**config.mk**
```make
export PLATFORM = sky130hd
export DESIGN_NAME = seven_seg_scan
export DESIGN_NICKNAME = d
export VERILOG_FILES = /design/src/rtl/stopwatch_pkg.sv /design/src/rtl/bcd_to_seg.sv /design/src/rtl/seven_seg_scan.sv
export SDC_FILE = /design/constraint.sdc
export NUM_CORES = 1
export LEC_CHECK = 0
export ABC_AREA = 1
export ABC_CLOCK_PERIOD_IN_PS = 1700
export BUFFER_PORTS_ARGS = -buffer_cell sky130_fd_sc_hd__buf_4
export CORE_ASPECT_RATIO = 1.75
export CORE_MARGIN = 2
export CORE_UTILIZATION = 40
export DETAILED_ROUTE_END_ITERATION = 10
export PLACE_DENSITY = 0.64
export SETUP_SLACK_MARGIN = 0.05
export SLEW_MARGIN = 30
export SYNTH_ARGS = -nofsm -noshare
export SYNTH_HDL_FRONTEND = slang
export SYNTH_SLANG_ARGS = --single-unit
```
**constraint.sdc**
```tcl
create_clock -name clk -period 1.7 [get_ports clk]
set_input_delay 0.255 -clock clk [delete_from_list [all_inputs] [get_ports clk]]
set_output_delay 0.255 -clock clk [all_outputs]
set_load 0.1 [all_outputs]
```
**src/rtl/stopwatch_pkg.sv**
```systemverilog
// Shared constants for the stopwatch display path: segment patterns, scan defaults,
// the per-frame snapshot layout and the anode-select helper.
// Latency and backpressure: none; package only.
package stopwatch_pkg;

    localparam int REFRESH_DIV_DEFAULT = 100000;

    // Active-low segment patterns, bit order {g,f,e,d,c,b,a}
    localparam logic [6:0] SEG_0     = 7'b1000000;
    localparam logic [6:0] SEG_1     = 7'b1111001;
    localparam logic [6:0] SEG_2     = 7'b0100100;
    localparam logic [6:0] SEG_3     = 7'b0110000;
    localparam logic [6:0] SEG_4     = 7'b0011001;
    localparam logic [6:0] SEG_5     = 7'b0010010;
    localparam logic [6:0] SEG_6     = 7'b0000010;
    localparam logic [6:0] SEG_7     = 7'b1111000;
    localparam logic [6:0] SEG_8     = 7'b0000000;
    localparam logic [6:0] SEG_9     = 7'b0010000;
    localparam logic [6:0] SEG_DASH  = 7'b0111111;
    localparam logic [6:0] SEG_BLANK = 7'b1111111;

    localparam logic [3:0] AN_OFF    = 4'b1111;

    typedef struct packed {
        logic [3:0] min_tens;
        logic [3:0] min_ones;
        logic [3:0] sec_tens;
        logic [3:0] sec_ones;
        logic       blank_lead;
        logic       dp_en;
    } snap_t;

    function automatic logic [3:0] an_sel(input logic [1:0] idx);
        return ~(4'b0001 << idx);
    endfunction

endpackage

```
**src/rtl/bcd_to_seg.sv**
```systemverilog
// BCD digit to active-low seven-segment pattern; codes 10..15 show a dash.
// Latency: purely combinational. Backpressure: none.
module bcd_to_seg
    import stopwatch_pkg::*;
(
    input  logic [3:0] bcd,
    output logic [6:0] seg
);

    always_comb begin
        seg = SEG_DASH;
        case (bcd)
            4'd0:    seg = SEG_0;
            4'd1:    seg = SEG_1;
            4'd2:    seg = SEG_2;
            4'd3:    seg = SEG_3;
            4'd4:    seg = SEG_4;
            4'd5:    seg = SEG_5;
            4'd6:    seg = SEG_6;
            4'd7:    seg = SEG_7;
            4'd8:    seg = SEG_8;
            4'd9:    seg = SEG_9;
            default: seg = SEG_DASH;
        endcase
    end

endmodule

```
**src/rtl/seven_seg_scan.sv**
```systemverilog
// Four-digit multiplexed seven-segment scanner for a mm:ss stopwatch display.
// Latency: outputs registered, one clk after the digit index changes; inputs sampled once per frame.
// Backpressure: none; free-running scan.
module seven_seg_scan
    import stopwatch_pkg::*;
#(
    parameter int REFRESH_DIV = REFRESH_DIV_DEFAULT
) (
    input  logic       clk,
    input  logic       rst,
    input  logic [3:0] sec_ones,
    input  logic [3:0] sec_tens,
    input  logic [3:0] min_ones,
    input  logic [3:0] min_tens,
    input  logic       blank_lead,
    input  logic       dp_en,
    output logic [6:0] seg,
    output logic       dp,
    output logic [3:0] an
);

    localparam int              DIV_W    = $clog2(REFRESH_DIV);
    localparam logic [DIV_W-1:0] DIV_LAST = DIV_W'(REFRESH_DIV - 1);

    logic [DIV_W-1:0] div_cnt;
    logic [1:0]       idx;
    snap_t            snap;
    logic             tick;
    logic             frame_end;
    logic [3:0]       digit;
    logic [6:0]       digit_seg;
    logic             blank_slot;

    assign tick      = (div_cnt == DIV_LAST);
    assign frame_end = tick && (idx == 2'd3);

    always_ff @(posedge clk or posedge rst) begin
        if (rst) begin
            div_cnt <= '0;
            idx     <= 2'd0;
        end else if (tick) begin
            div_cnt <= '0;
            idx     <= idx + 2'd1;
        end else begin
            div_cnt <= div_cnt + 1'b1;
        end
    end

    // Inputs are frozen for a whole frame so the four digits always agree.
    always_ff @(posedge clk or posedge rst) begin
        if (rst) begin
            snap <= '0;
        end else if (frame_end) begin
            snap <= '{min_tens:   min_tens,
                      min_ones:   min_ones,
                      sec_tens:   sec_tens,
                      sec_ones:   sec_ones,
                      blank_lead: blank_lead,
                      dp_en:      dp_en};
        end
    end

    always_comb begin
        digit = snap.sec_ones;
        case (idx)
            2'd0: digit = snap.sec_ones;
            2'd1: digit = snap.sec_tens;
            2'd2: digit = snap.min_ones;
            2'd3: digit = snap.min_tens;
            default: digit = snap.sec_ones;
        endcase
    end

    bcd_to_seg u_bcd_to_seg (
        .bcd (digit),
        .seg (digit_seg)
    );

    assign blank_slot = (idx == 2'd3) && snap.blank_lead && (snap.min_tens == 4'd0);

    always_ff @(posedge clk or posedge rst) begin
        if (rst) begin
            an  <= AN_OFF;
            seg <= SEG_BLANK;
            dp  <= 1'b1;
        end else begin
            if (blank_slot) begin
                an  <= AN_OFF;
                seg <= SEG_BLANK;
            end else begin
                an  <= an_sel(idx);
                seg <= digit_seg;
            end
            dp <= !((idx == 2'd2) && snap.dp_en);
        end
    end

endmodule

```
* After elaboration in Yosys (flattened, before gate mapping) *
Memory sizes are Yosys's and may differ from the RTL's.
Cells that the tools add are included.

storage, ports and cells
  memories kept = 1
  logic and storage cells = 31
  output and inout bits = 12
  flip-flop bits (word level) = 49
  input bits = 20
  memory bits (read-only) = 112

memory list
  name              depth  bits a word  rd ports  clocked after Yosys merged registers in  write ports  line              RTL
  (name not given)  16     7            1         0                                        0            bcd_to_seg.sv:12  case (bcd)

cells by class
  eq/ne operators = 4
  shift-type cells = 1
  bitwise operators = 1
  $add $sub $neg = 2
  muxes and demuxes = 4
  reduce and logical (&&, ||, !) cells = 7

operators with widths
  cell                   number
  $add 17x1->17 const B  1
  $eq 17x17->1 const B   1
  $mux 17                1
  $pmux 4 s4             1
  $mux 7                 1
  $eq 2x2->1 const B     2
  $logic_and 1x1->1      4
  $logic_not 4->1        1
  $mux 4                 1
  $not 4->4              1
  $shl 1x2->4 const A    1
  $add 2x1->2 const B    1
  $eq 2x1->1 const B     1
  $logic_not 2->1        1
  $logic_not 1->1        1

* Logic depth before layout (Yosys ltp) *
Gate-level depths: netlist (run 1).

  depth in word-level cells = 4
  gate-level depth with buffers = 11
  mapped depth without buffers = 11

* Hierarchy *
Synthesis (run 1) repeated with hierarchy kept, for this count alone.

second synthesis, totals
  cell total of the unflattened synthesis = 325
  area total of the unflattened synthesis = 2617.5 um^2

by module, submodules not included
  module          seq. area each (um^2)  cells each  instances  area an instance (um^2)
  seven_seg_scan  1241.2                 290         1          2431.1
  bcd_to_seg      0.0                    35          1          186.4

* Worst setup path before layout (run 1) *
Ideal clock, no wire load.

  kind = register to register
  start point = reg idx[0]
  end point = reg seg[3]
  arrival = 1565 ps
  stages on the path, launching flop included = 12
  clock period less this slack = 1627 ps
  path buffers = 0
  setup slack = 73 ps
  setup time = 62 ps
  required time = 1638 ps
  cells stage by stage = dfrtp_1 inv_1 ha_1 inv_2 nand2_1 o21bai_1 ha_1 inv_1 nand2_1 nand2_1 nand2_1 nand2_1

between the ends
  longest elaborated chain between the ends = 4
  elaborated cells between the ends (all ways) = 9
  classes of those cells = eq/ne (3); mux (2); reduce/logical (3); memory (1)

RTL lines
  item                                               line                                        RTL
  start: declaration                                 seven_seg_scan.sv:26                        logic [1:0] idx;
  start signal: assignment                           seven_seg_scan.sv:43                        idx <= idx + 2'd1;
  $eq 2x2->1 (tied with other cells)                 seven_seg_scan.sv:65, seven_seg_scan.sv:79
  $pmux 4 s4 or $logic_and 1x1->1 (tied branches)    seven_seg_scan.sv:65, seven_seg_scan.sv:79
  $mem_v2 16x7 or $logic_and 1x1->1 (tied branches)  -
  $mux 7 *                                           seven_seg_scan.sv:87                        if (blank_slot) begin
  end signal: assignment                             seven_seg_scan.sv:92                        seg <= digit_seg;
  end: declaration                                   seven_seg_scan.sv:17                        output logic [6:0] seg,

Every way passes the cells marked *; elsewhere a longest branch is shown, timed or not.
A chain may end at the register's enable or synchronous reset.

* Worst setup path in the final report (run 1) *
  start point = reg idx[1]
  end point = reg seg[2]

The elaborated chain is that of the path after synthesis.

==> summary.md, run 1 <==
| Metric | Value |
|---|---|
| Layout cell share with drive strength beyond 1 | about 40% |
| Cells taking the most area after synthesis | dfrtp_1 (36%), dfstp_2 (12%), nand2_1 (11%) |
| Synthesized cell area | 2610 um2 |
| WL final | roughly 5.3 mm |
| Combinational share of power | roughly 3.5% |
| Largest net degree at the start of global routing | 37 |
| Sw Ratio | about 20% |
| Max-cap violation count | 0 |
| Initial Utilization | 41.5% |
| Slew @ Worst Pin | 0.446 ns |
| Met2 Use GR | about 29% |
| Worst endpoint data arrival time | between 1.5 and 2 ns |
| Syn Inst Count | approximately 300 |
| GRT overflow | 0 |
| Sequential power share | a little under three fifths |
| Post-Place Setup Slack | -0.0438 ns |
| Worst-path clk slew | around 0.080 ns |
| DRT antenna net count | 0 |
| Setup CP Type | flip-flop to flip-flop |
| Synth cell types | 27 |
| Worst slew margin | 70.2% |
| Register area | roughly 1200 um2 |
| Final HPWL DP | roughly 4 mm |
| 1st-iter DRT viols | between 80 and 90 |
| Placed cell areas | ~3000 um2 |
| Final period util | between 90% and 100% |
| Worst R2R End | seg[2] |
| Worst hold path startpoint | min_ones[3] |
| PortBufs | 31 |
| Layout Skew | 0.0181 ns |
| Routed vias/inst | around 4.6 |
| Rows | 38 |
| Max Fclk | between 600 and 700 MHz |
| Die height | approximately 110 um |
| Number of synthesized flops with an enable pin | 0 |
| Die area | roughly 7200 um2 |
| RSZ-0062 raised after global routing | yes |
| Clk pwr share | just over 40% |
| Vias | roughly 2000 |
| Ys flop type | dfrtp_1 |
| ANT cells | 0 |
| R2R depth | 8 |
| #FFs+latches synth | 49 |
| Startpoint Class | flip-flop |
| Vias in the first global route | a little over 2000 |
| Residual DRC | 0 |
| Layer with the highest usage | met2 |
| Worst-Skew Late Latency | between 0.3 and 0.4 ns |
| HP Class | primary input to flip-flop |
| I/O pin count | 32 |
| NumNets Final | between 300 and 400 |
| Power per cell area | between 600 and 700 nW/um2 |
| Clock tree from TritonCTS | done |
| Cell area after layout | around 3300 um2 |
| Worst R2R Start | idx[1] |
| Mean post-synth cell area | around 8.5 um2 |
| Crit path time final | about 1.6 ns |
| Filler Cell Count | 621 |
| Worst hold path endpoint | snap[13] |
| Final Max Slew Viols | 0 |
| Antenna violations before repair | 0 |
| Reg-to-reg slack, setup | between 0.08 and 0.09 ns |
| Total track usage | ~16% |
| Detailed Routing Iterations Pass 1 | 4 |
| P_int | approximately 1700 uW |
| GPL Wtd Cong | between 0.8 and 0.9 |
| Status | finished clean |
| Seq/Total Area, Yosys | a little under half |
| DIE WIDTH | between 60 and 70 um |
| Switching pwr | 430 uW |
| DR WL/cell | ~12 um |
| Worst setup margin | just over 0.08 ns |
| Lkg Pwr | 0.00157 uW |
| Global-route wire length before repair | about 9 mm |
| Clk sinks | 49 |
| Largest area contributor in the netlist | dfrtp_1 |
| M1 GR Usage | 16.6% |
| IR drop worst, VDD | 583 uV |
| Met3 Resource Use GR | 3.35% |
| Clk buf depth | 2 |
| Post-synth top area share | 35.5% |
| Worst path required time | roughly 1.9 ns |
| Htree depth | 2 |
| Tot Pwr | between 2000 and 2500 uW |
| Most frequent cells in the layout | nand2_1 (62), inv_1 (46), buf_4 (43) |
| CTS Buf Count | 5 |
| Final Hold Viols | 0 |
| Max FO, Critical Path | 7 |
| Asr flop ratio synth | between 90% and 100% |
| Final setup viols | 0 |
| Hold path cells | 3 |
| Root buf cell | clkbuf_8 |
| Syn nets | 336 |
| Multi-input logic area | about 1300 um2 |
| Syn. warnings | 0 |
| P&R area growth vs syn | 27.9% |
| Most common library cell in the layout ignoring fill and taps | nand2_1 |
| Core Footprint | between 6000 and 7000 um2 |
| CP Capture Type | flip-flop |
[worst max path at each step]
stage,from,end,slack (ns),cells after the start
after global placement,idx[0],seg[4],0.03,10
after CTS,idx[0],seg[1],0.05,8
after detailed placement,idx[0],seg[3],-0.04,11
after global routing,idx[1],seg[3],-0.03,8
after floorplan,idx[0],seg[3],0.07,11
final,idx[1],seg[2],0.08,8
[state kept, by name, indices dropped and copies added (netlist names)]
| name | cells |
|---|---|
| div_cnt | 17 |
| dp | 1 |
| seg | 7 |
| an | 4 |
| snap | 18 |
| idx | 2 |
[what timing repair did]
action	CTS	global route
setup endpoints to repair	7	9
setup buffers	1	3
pin swaps	4	9
gates resized for setup	16	30
hold endpoints to repair	15	0
hold buffers	1	0
[cell type report]
cell class	count	area share, %
clock inverters	1	0.901
inverters	56	6.61
well taps	80	3.00
flip-flops and latches	49	37.3
repair buffers	47	11.5
multi-input cells	198	38.1
clock buffers	7	2.59
[per-stage QoR]
stage	hold WS (ns)	setup TNS [ns]	utilization [%]	cells
CTS	0.179	0	50.9	435
global route	0.189	-0.100	53.1	438
global placement	0.292	0	47.8	425
floorplan	0.395	0	-	307
detailed placement	0.293	-0.0770	47.8	425
finish	0.186	0	53.1	438
[cells by family (layout without fill, tap and decap cells)]
| group | count (synthesis) | in the layout | synth area share (%) |
|---|---|---|---|
| buf+inv | 60 | 111 | 9.79 |
| flops | 49 | 49 | 47.6 |
| xor+xnor | 8 | 8 | 2.69 |
| fa+ha+maj | 9 | 9 | 4.32 |
| compound gates | 32 | 32 | 9.65 |
| simple gates | 149 | 149 | 25.9 |
[critical path, cell delays in order (launching register included)]
cell and delay, ns:
dfrtp_2 0.45, inv_2 0.13, ha_4 0.17, inv_8 0.05, or2_4 0.24, o21ai_4 0.10
nand2_2 0.12, a21oi_4 0.22, nand2_1 0.08
[synthesized netlist by cell type, drive strengths merged, types with 2 or more instances]
library cell and instances:
nor3 4, nand4 6, nand2 87, dfrtp 37, nand3 17, xor2 7, o21ai 26, nor2 32
a21oi 4, inv 56, buf 4, dfstp 12, ha 9, o21bai 2, or2 2
[power by group through the flow]
stage | clock (uW) | combinational [uW] | sequential (uW)
global route | 934 | 86.6 | 1170
global placement | 0 | 75.6 | 1190
CTS | 892 | 78.2 | 1170
finish | 872 | 74.7 | 1170
floorplan | 0 | 29.1 | 1190
detailed placement | 0 | 76.5 | 1190
[layer usage]
layer	share of wire (%)	vias to the layer above
met3	2.7	15
met1	37	936
met4	3.9	0
met2	56	36
met5	0	-
li1	-	1037
Power figures use the tool's default switching activity.
==> run 2: changes to the inputs <==
--- a/config.mk
+++ b/config.mk
@@ -6,12 +6,13 @@
 export NUM_CORES = 1
 export LEC_CHECK = 0
 export ABC_AREA = 1
-export ABC_CLOCK_PERIOD_IN_PS = 1700
+export ABC_CLOCK_PERIOD_IN_PS = 1450
 export BUFFER_PORTS_ARGS = -buffer_cell sky130_fd_sc_hd__buf_4
 export CORE_ASPECT_RATIO = 1.75
 export CORE_MARGIN = 2
 export CORE_UTILIZATION = 40
 export DETAILED_ROUTE_END_ITERATION = 10
+export GPL_TIMING_DRIVEN = 1
 export PLACE_DENSITY = 0.64
 export SETUP_SLACK_MARGIN = 0.05
 export SLEW_MARGIN = 30
==> constraint.sdc (replaced) <==
create_clock -name clk -period 1.45 [get_ports clk]
set_input_delay 0.2175 -clock clk [delete_from_list [all_inputs] [get_ports clk]]
set_output_delay 0.2175 -clock clk [all_outputs]
set_load 0.1 [all_outputs]
==> summary.md, run 2 (synthesis results as in run 1) <==
| Metric | Value |
|---|---|
| Switching pwr | 499 uW (+16%) |
| GPL Wtd Cong | 0.942 (+4.8%) |
| NumNets Final | 414 (+7.3%) |
| Status | finished, violations left |
| Critical path buffers and inverters | 2 (unchanged) |
| Multi-input logic area | 1390 um2 (+9.9%) |
| Worst setup path endpoint | seg[1] |
| Final Max Slew Viols | 0 (unchanged) |
| Violated checks | negative setup slack |
| Worst path required time | 1.69 ns (-0.25 ns) |
| CP Capture Type | flip-flop |
| Slew @ Worst Pin | 0.290 ns (-0.156 ns) |
| Most frequent cells in the layout | buf_4 (61), nand2_1 (55), inv_1 (45) |
| Worst-Skew Late Latency | 0.32 ns (about the same) |
| Clock tree from TritonCTS | done |
| Core Footprint | 6280 um2 (unchanged) |
| RSZ-0062 raised after global routing | yes |
| Cell area after layout | 3750 um2 (+13%) |
| Final setup viols | 26 (+26) |
| GRT overflow | 0 (unchanged) |
| CP cell instances | inv_2 > ha_4 > clkinvlp_4 > or2_4 > o21ai_4 > nand2_2 > a21oi_4 > nand2_1 |
| Layout cell share with drive strength beyond 1 | 47.4% (+8.0 points) |
| Slowest library cell on the worst path | dfrtp_1 |
| Clk buf depth | 2 (unchanged) |
| Die area | 7200 um2 (unchanged) |
| Logic depth of the worst setup path including buffers | 8 (unchanged) |
| Clk pwr share | 35.2% (-6.1 points) |
| Worst slew margin | 80.5% (+10 points) |
| WL final | 5.91 mm (+11%) |
| Slowest stage delay, CP | 0.44 ns (about the same) |
| Largest net degree at the start of global routing | 50 (+35%) |
| 1st-iter DRT viols | 63 (-23%) |
| R2R depth | 8 (unchanged) |
| Layout Skew | 0.0128 ns (-0.00529 ns) |
| Sw Ratio | 22.2% (+1.9 points) |
| Sequential power share | 60.9% (+5.7 points) |
| Crit path time final | 1.62 ns (+0.00392 ns) |
| IR drop worst, VDD | 582 uV (-0.19%) |
| Max-cap violation count | 0 (unchanged) |
| P_int | 1750 uW (+3.7%) |
| Initial Utilization | 41.5% (unchanged) |
| DIE WIDTH | 65.0 um (unchanged) |
| Final HPWL DP | 3.89 mm (-1.9%) |
| Residual DRC | 0 (unchanged) |
| Most flops, register | snap |
| Placed cell areas | 3150 um2 (+4.9%) |
| Htree depth | 2 (unchanged) |
| Antenna violations before repair | 0 (unchanged) |
| CTS Buf Count | 5 (unchanged) |
| Startpoint Class | flip-flop |
| Total track usage | 18.2% (+2.1 points) |
| Vias | 2206 (+9.0%) |
| Worst endpoint data arrival time | 1.86 ns (about the same) |
| Global-route wire length before repair | 10.1 mm (+14%) |
| Rows | 38 (unchanged) |
| PortBufs | 31 (unchanged) |
| ANT cells | 0 (unchanged) |
| Lkg Pwr | 0.00179 uW (+14%) |
| I/O pin count | 32 (unchanged) |
| WHS | 0.147 ns (-0.0392 ns) |
| Tot Pwr | 2240 uW (+6.2%) |
| Routed vias/inst | 4.73 (+2.4%) |
| DR WL/cell | 12.7 um (+4.3%) |
| DRT antenna net count | 0 (unchanged) |
| Clk sinks | 49 (unchanged) |
| Most common library cell in the layout ignoring fill and taps | buf_4 |
| Critical Path Source | idx[1] |
| Reg-to-reg slack, setup | -0.17 ns (-0.25 ns) |
| Die height | 111 um (unchanged) |
| Max Fclk | 616 MHz (-0.24%) |
| Worst R2R End | seg[1] |
| Final period util | 112% (+17 points) |
| Vias in the first global route | 2283 (+12%) |
| Combinational share of power | 3.9% (+0.4 points) |
| Filler Cell Count | 575 (-7.4%) |
| Register area | 1240 um2 (-0.20%) |
| Setup CP Type | flip-flop to flip-flop |
| Top delay family on crit path | flip-flops |
| P&R area growth vs syn | 43.9% |
| Root buf cell | clkbuf_8 |
| Max FO, Critical Path | 5 (-2) |
| Detailed Routing Iterations Pass 1 | 4 (unchanged) |
| Largest regs | snap (18), div_cnt (17), seg (7) |
| Power per cell area | 598 nW/um2 (-5.6%) |
| Final Hold Viols | 0 (unchanged) |
| Largest register FFs | 18 (unchanged) |
| HP Class | primary input to flip-flop |
| Worst setup margin | -0.173 ns (-0.254 ns) |
| Worst R2R Start | idx[1] |
| Layout Utilization | 59.7% (+6.6 points) |
| Worst-path clk slew | 0.08 ns (about the same) |
run 2: repair_timing:
item	in CTS	in global routing
buffers inserted	10	4
pin swaps	11	9
cloned	4	2
hold endpoints to repair	37	0
setup endpoints to repair	34	40
resized for setup	28	38
hold buffers	1	0
run 2: worst min path at each step:
stage                startpoint        to  slack (ns)  depth (start not counted)
floorplan                 dp_en   snap[0]        0.36                          2
global placement            rst   snap[4]        0.29                          3
detailed placement          rst   snap[4]        0.29                          3
CTS                 min_tens[3]  snap[17]        0.14                          3
global route        min_ones[1]  snap[11]        0.14                          3
finish               blank_lead   snap[1]        0.15                          3
run 2: layout make-up:
cell class	instances	share of cell area, %
Clock buffer	6	1.94
Clock inverter	2	0.267
Inverter	56	5.74
Multi-Input combinational cell	198	37.2
Sequential cell	49	33.1
Tap cell	80	2.67
Timing Repair Buffer	74	18.9
Timing Repair inverter	1	0.200
run 2: tightest hold or removal path, cell delays in order:
cell,delay [ns]
buf_4,0.10
inv_1,0.05
o21ai_2,0.05
run 2: layer usage:
layer  up-vias  wire [um]  track usage, %
li1       1099          -               -
met5         -          0               0
met1      1045       2050            19.1
met3        15        158            2.84
met2        47       3500            33.9
met4         0        198            8.61
run 2: metrics by stage:
stage	cells	TNS [ns]	setup slack [ns]
4_1_cts	460	-2.71	-0.169
3_5_place_dp	437	-0.960	-0.167
6_report	466	-3.14	-0.173
5_1_grt	466	-5.49	-0.281
3_3_place_gp	437	-0.671	-0.118
2_1_floorplan	307	-0.252	-0.0673
run 2: power groups by stage:
stage          sequential, uW  combinational [uW]  clock (uW)
2_1_floorplan            1390                34.1           0
3_3_place_gp             1390                88.5           0
3_5_place_dp             1390                89.0           0
4_1_cts                  1370                91.1         817
5_1_grt                  1370                99.5         876
6_report                 1370                87.4         789
==> run 3: changes to the inputs <==
--- a/config.mk
+++ b/config.mk
@@ -10,10 +10,10 @@
 export BUFFER_PORTS_ARGS = -buffer_cell sky130_fd_sc_hd__buf_4
 export CORE_ASPECT_RATIO = 1.75
 export CORE_MARGIN = 2
-export CORE_UTILIZATION = 40
+export CORE_UTILIZATION = 45
 export DETAILED_ROUTE_END_ITERATION = 10
 export GPL_TIMING_DRIVEN = 1
-export PLACE_DENSITY = 0.64
+export PLACE_DENSITY = 0.7
 export SETUP_SLACK_MARGIN = 0.05
 export SLEW_MARGIN = 30
 export SYNTH_ARGS = -nofsm -noshare
==> summary.md, run 3 (synthesis results as in run 1) <==
| Metric | Value |
|---|---|
| Status | finished, violations left |
| Violated checks | negative setup slack |
| NumNets Final | 412 (-0.48%) |
| Slowest library cell on the worst path | dfrtp_2 |
| Critical path buffers and inverters | 2 (unchanged) |
| Total placed cells including tap cells | 435 (-0.46%) |
| Hold path cells | 3 (unchanged) |
| Residual DRC | 0 (unchanged) |
| P&R area growth vs syn | 46.4% |
| Antenna violations before repair | 0 (unchanged) |
| Htree depth | 2 (unchanged) |
| Clock tree from TritonCTS | done |
| I/O pin count | 32 (unchanged) |
| DIE WIDTH | 61.5 um (-5.4%) |
| CTS Buf Count | 5 (unchanged) |
| Initial Utilization | 46.7% (+5.1 points) |
| Max Fclk | 616 MHz (about the same) |
| 1st-iter DRT viols | 73 (+16%) |
| Most common library cell in the layout ignoring fill and taps | buf_4 |
| DR WL/cell | 14.1 um (+11%) |
| Worst-path clk slew | 0.08 ns (about the same) |
| Detailed Routing Iterations Pass 1 | 4 (unchanged) |
| R2R depth | 10 (+2) |
| Tot Pwr | 2360 uW (+5.1%) |
| Rows | 36 (-5.3%) |
| Vias in the first global route | 2196 (-3.8%) |
| Worst endpoint data arrival time | 1.88 ns (+0.02 ns) |
| Final Max Slew Viols | 0 (unchanged) |
| Startpoint Class | flip-flop |
| DRT antenna net count | 0 (unchanged) |
| Final setup viols | 25 (-3.8%) |
| Global-route wire length before repair | 9.44 mm (-7.0%) |
| Layout cell share with drive strength beyond 1 | 52.3% (+4.9 points) |
| Lkg Pwr | 0.00181 uW (+0.90%) |
| WL final | 6.48 mm (+9.6%) |
| Setup CP Type | flip-flop to flip-flop |
| Most flops, register | snap |
| Max-cap violation count | 0 (unchanged) |
| Crit path time final | 1.62 ns (+0.00117 ns) |
| Final period util | 112% (about the same) |
| Slew @ Worst Pin | 0.343 ns (+0.0524 ns) |
| Vias | 2241 (+1.6%) |
| Cell area after layout | 3820 um2 (+1.8%) |
| Largest regs | snap (18), div_cnt (17), seg (7) |
| Final Hold Viols | 0 (unchanged) |
| Die area | 6440 um2 (-11%) |
| Largest net degree at the start of global routing | 50 (unchanged) |
| Worst slew margin | 77.0% (-3.5 points) |
| Power per cell area | 618 nW/um2 (+3.2%) |
| IR drop worst, VDD | 852 uV (+47%) |
| Core Footprint | 5590 um2 (-11%) |
| Worst setup margin | -0.174 ns (-0.00117 ns) |
| Slowest stage delay, CP | 0.46 ns (+0.02 ns) |
| Final HPWL DP | 3.94 mm (+1.3%) |
| Total track usage | 19.5% (+1.3 points) |
| Root buf cell | clkbuf_8 |
| HP Class | primary input to flip-flop |
| CP Capture Type | flip-flop |
| Top delay family on crit path | flip-flops |
| ANT cells | 0 (unchanged) |
| Layout Skew | 0.0121 ns (-0.000694 ns) |
| CP cell instances | buf_6 > ha_4 > nand2_2 > nand2_2 > o21bai_4 > buf_4 > ha_4 > nand3_1 > nand3_1 > nand3_1 |
| Worst-Skew Late Latency | 0.33 ns (about the same) |
| RSZ-0062 raised after global routing | yes |
| Clk buf depth | 2 (unchanged) |
| Placed cell areas | 3160 um2 (+0.32%) |
| PortBufs | 31 (unchanged) |
| Most frequent cells in the layout | buf_4 (57), nand2_1 (51), inv_1 (43) |
| Worst path required time | 1.70 ns (about the same) |
| GPL Wtd Cong | 0.851 (-9.6%) |
| Max FO, Critical Path | 5 (unchanged) |
| Largest register FFs | 18 (unchanged) |
| Routed vias/inst | 4.87 (+2.9%) |
| Logic depth of the worst setup path including buffers | 10 (+2) |
| GRT overflow | 0 (unchanged) |
| Fin cells | 460 (-1.3%) |
| CP most frequent cell | nand3_1 |
| Die height | 105 um (-5.5%) |
| Clk sinks | 49 (unchanged) |
==> run 3: cell types whose count changed in the layout (fill, tap and decap cells not counted), moves of 4 or more <==
| cell | before | now |
|---|---|---|
| nor2_2 | 5 | 10 |
| nand2_1 | 55 | 51 |
| nor2_1 | 22 | 16 |
| nand2_2 | 16 | 20 |
| buf_4 | 61 | 57 |
| buf_6 | 3 | 8 |
==> run 3: area by class of cell <==
class	instances	area, um2
Timing Repair Buffer	72	671
Clock inverter	1	5.00
Sequential cell	49	1240
Timing Repair inverter	1	3.75
Inverter	56	233
Tap cell	76	95.1
Clock buffer	7	96.3
Multi-Input combinational cell	198	1470
Fill cell	456	1770
==> run 3: final timing paths <==
check | start | slack (ns) | end
worst max-delay path | idx[0] | -0.17 | seg[4]
worst min-delay path | min_tens[2] | 0.14 | snap[16]
worst max register to register | idx[0] | -0.17 | seg[4]
worst min register to register | snap[0] | 0.42 | dp
max in group asynchronous | rst | 0.67 | an[2]
min in group asynchronous | rst | 0.48 | snap[4]
==> run 3: power by group <==
group	switching [uW]	internal, uW
Combinational	45.5	43.2
Sequential	0	1370
Clock	470	432
==> run 3: through the flow <==
stage / hold WS, ns / worst slack, ns / setup TNS (ns) / util, %
after floorplan: 0.360 / -0.0673 / -0.252 / -
after global placement: 0.285 / -0.0847 / -0.415 / 56.5
after detailed placement: 0.287 / -0.154 / -0.933 / 56.5
after CTS: 0.145 / -0.166 / -1.97 / 62.0
after global routing: 0.133 / -0.263 / -5.51 / 68.3
final: 0.139 / -0.174 / -3.05 / 68.3
==> run 3: routing by layer <==
metal | global-route usage, % | wire length, um | vias up
met1 | 20.0 | 2200 | 1070
met2 | 34.7 | 3720 | 55
met5 | 0 | 0 | -
li1 | - | - | 1091
met3 | 4.33 | 232 | 25
met4 | 9.27 | 314 | 0
==> run 3: repair_timing <==
action / 4_1_cts / 5_1_grt
endpoints found under the setup margin: 35 / 40
gates resized for setup: 36 / 61
hold endpoints to repair: 37 / 0
hold buffers: 1 / 0
pin swaps: 14 / 18
buffers inserted: 4 / 7
cloned: 2 / 4
==> run 3: tightest hold or removal path: stages <==
cell and delay (ns):
buf_4 0.10, inv_1 0.05, o21ai_2 0.05
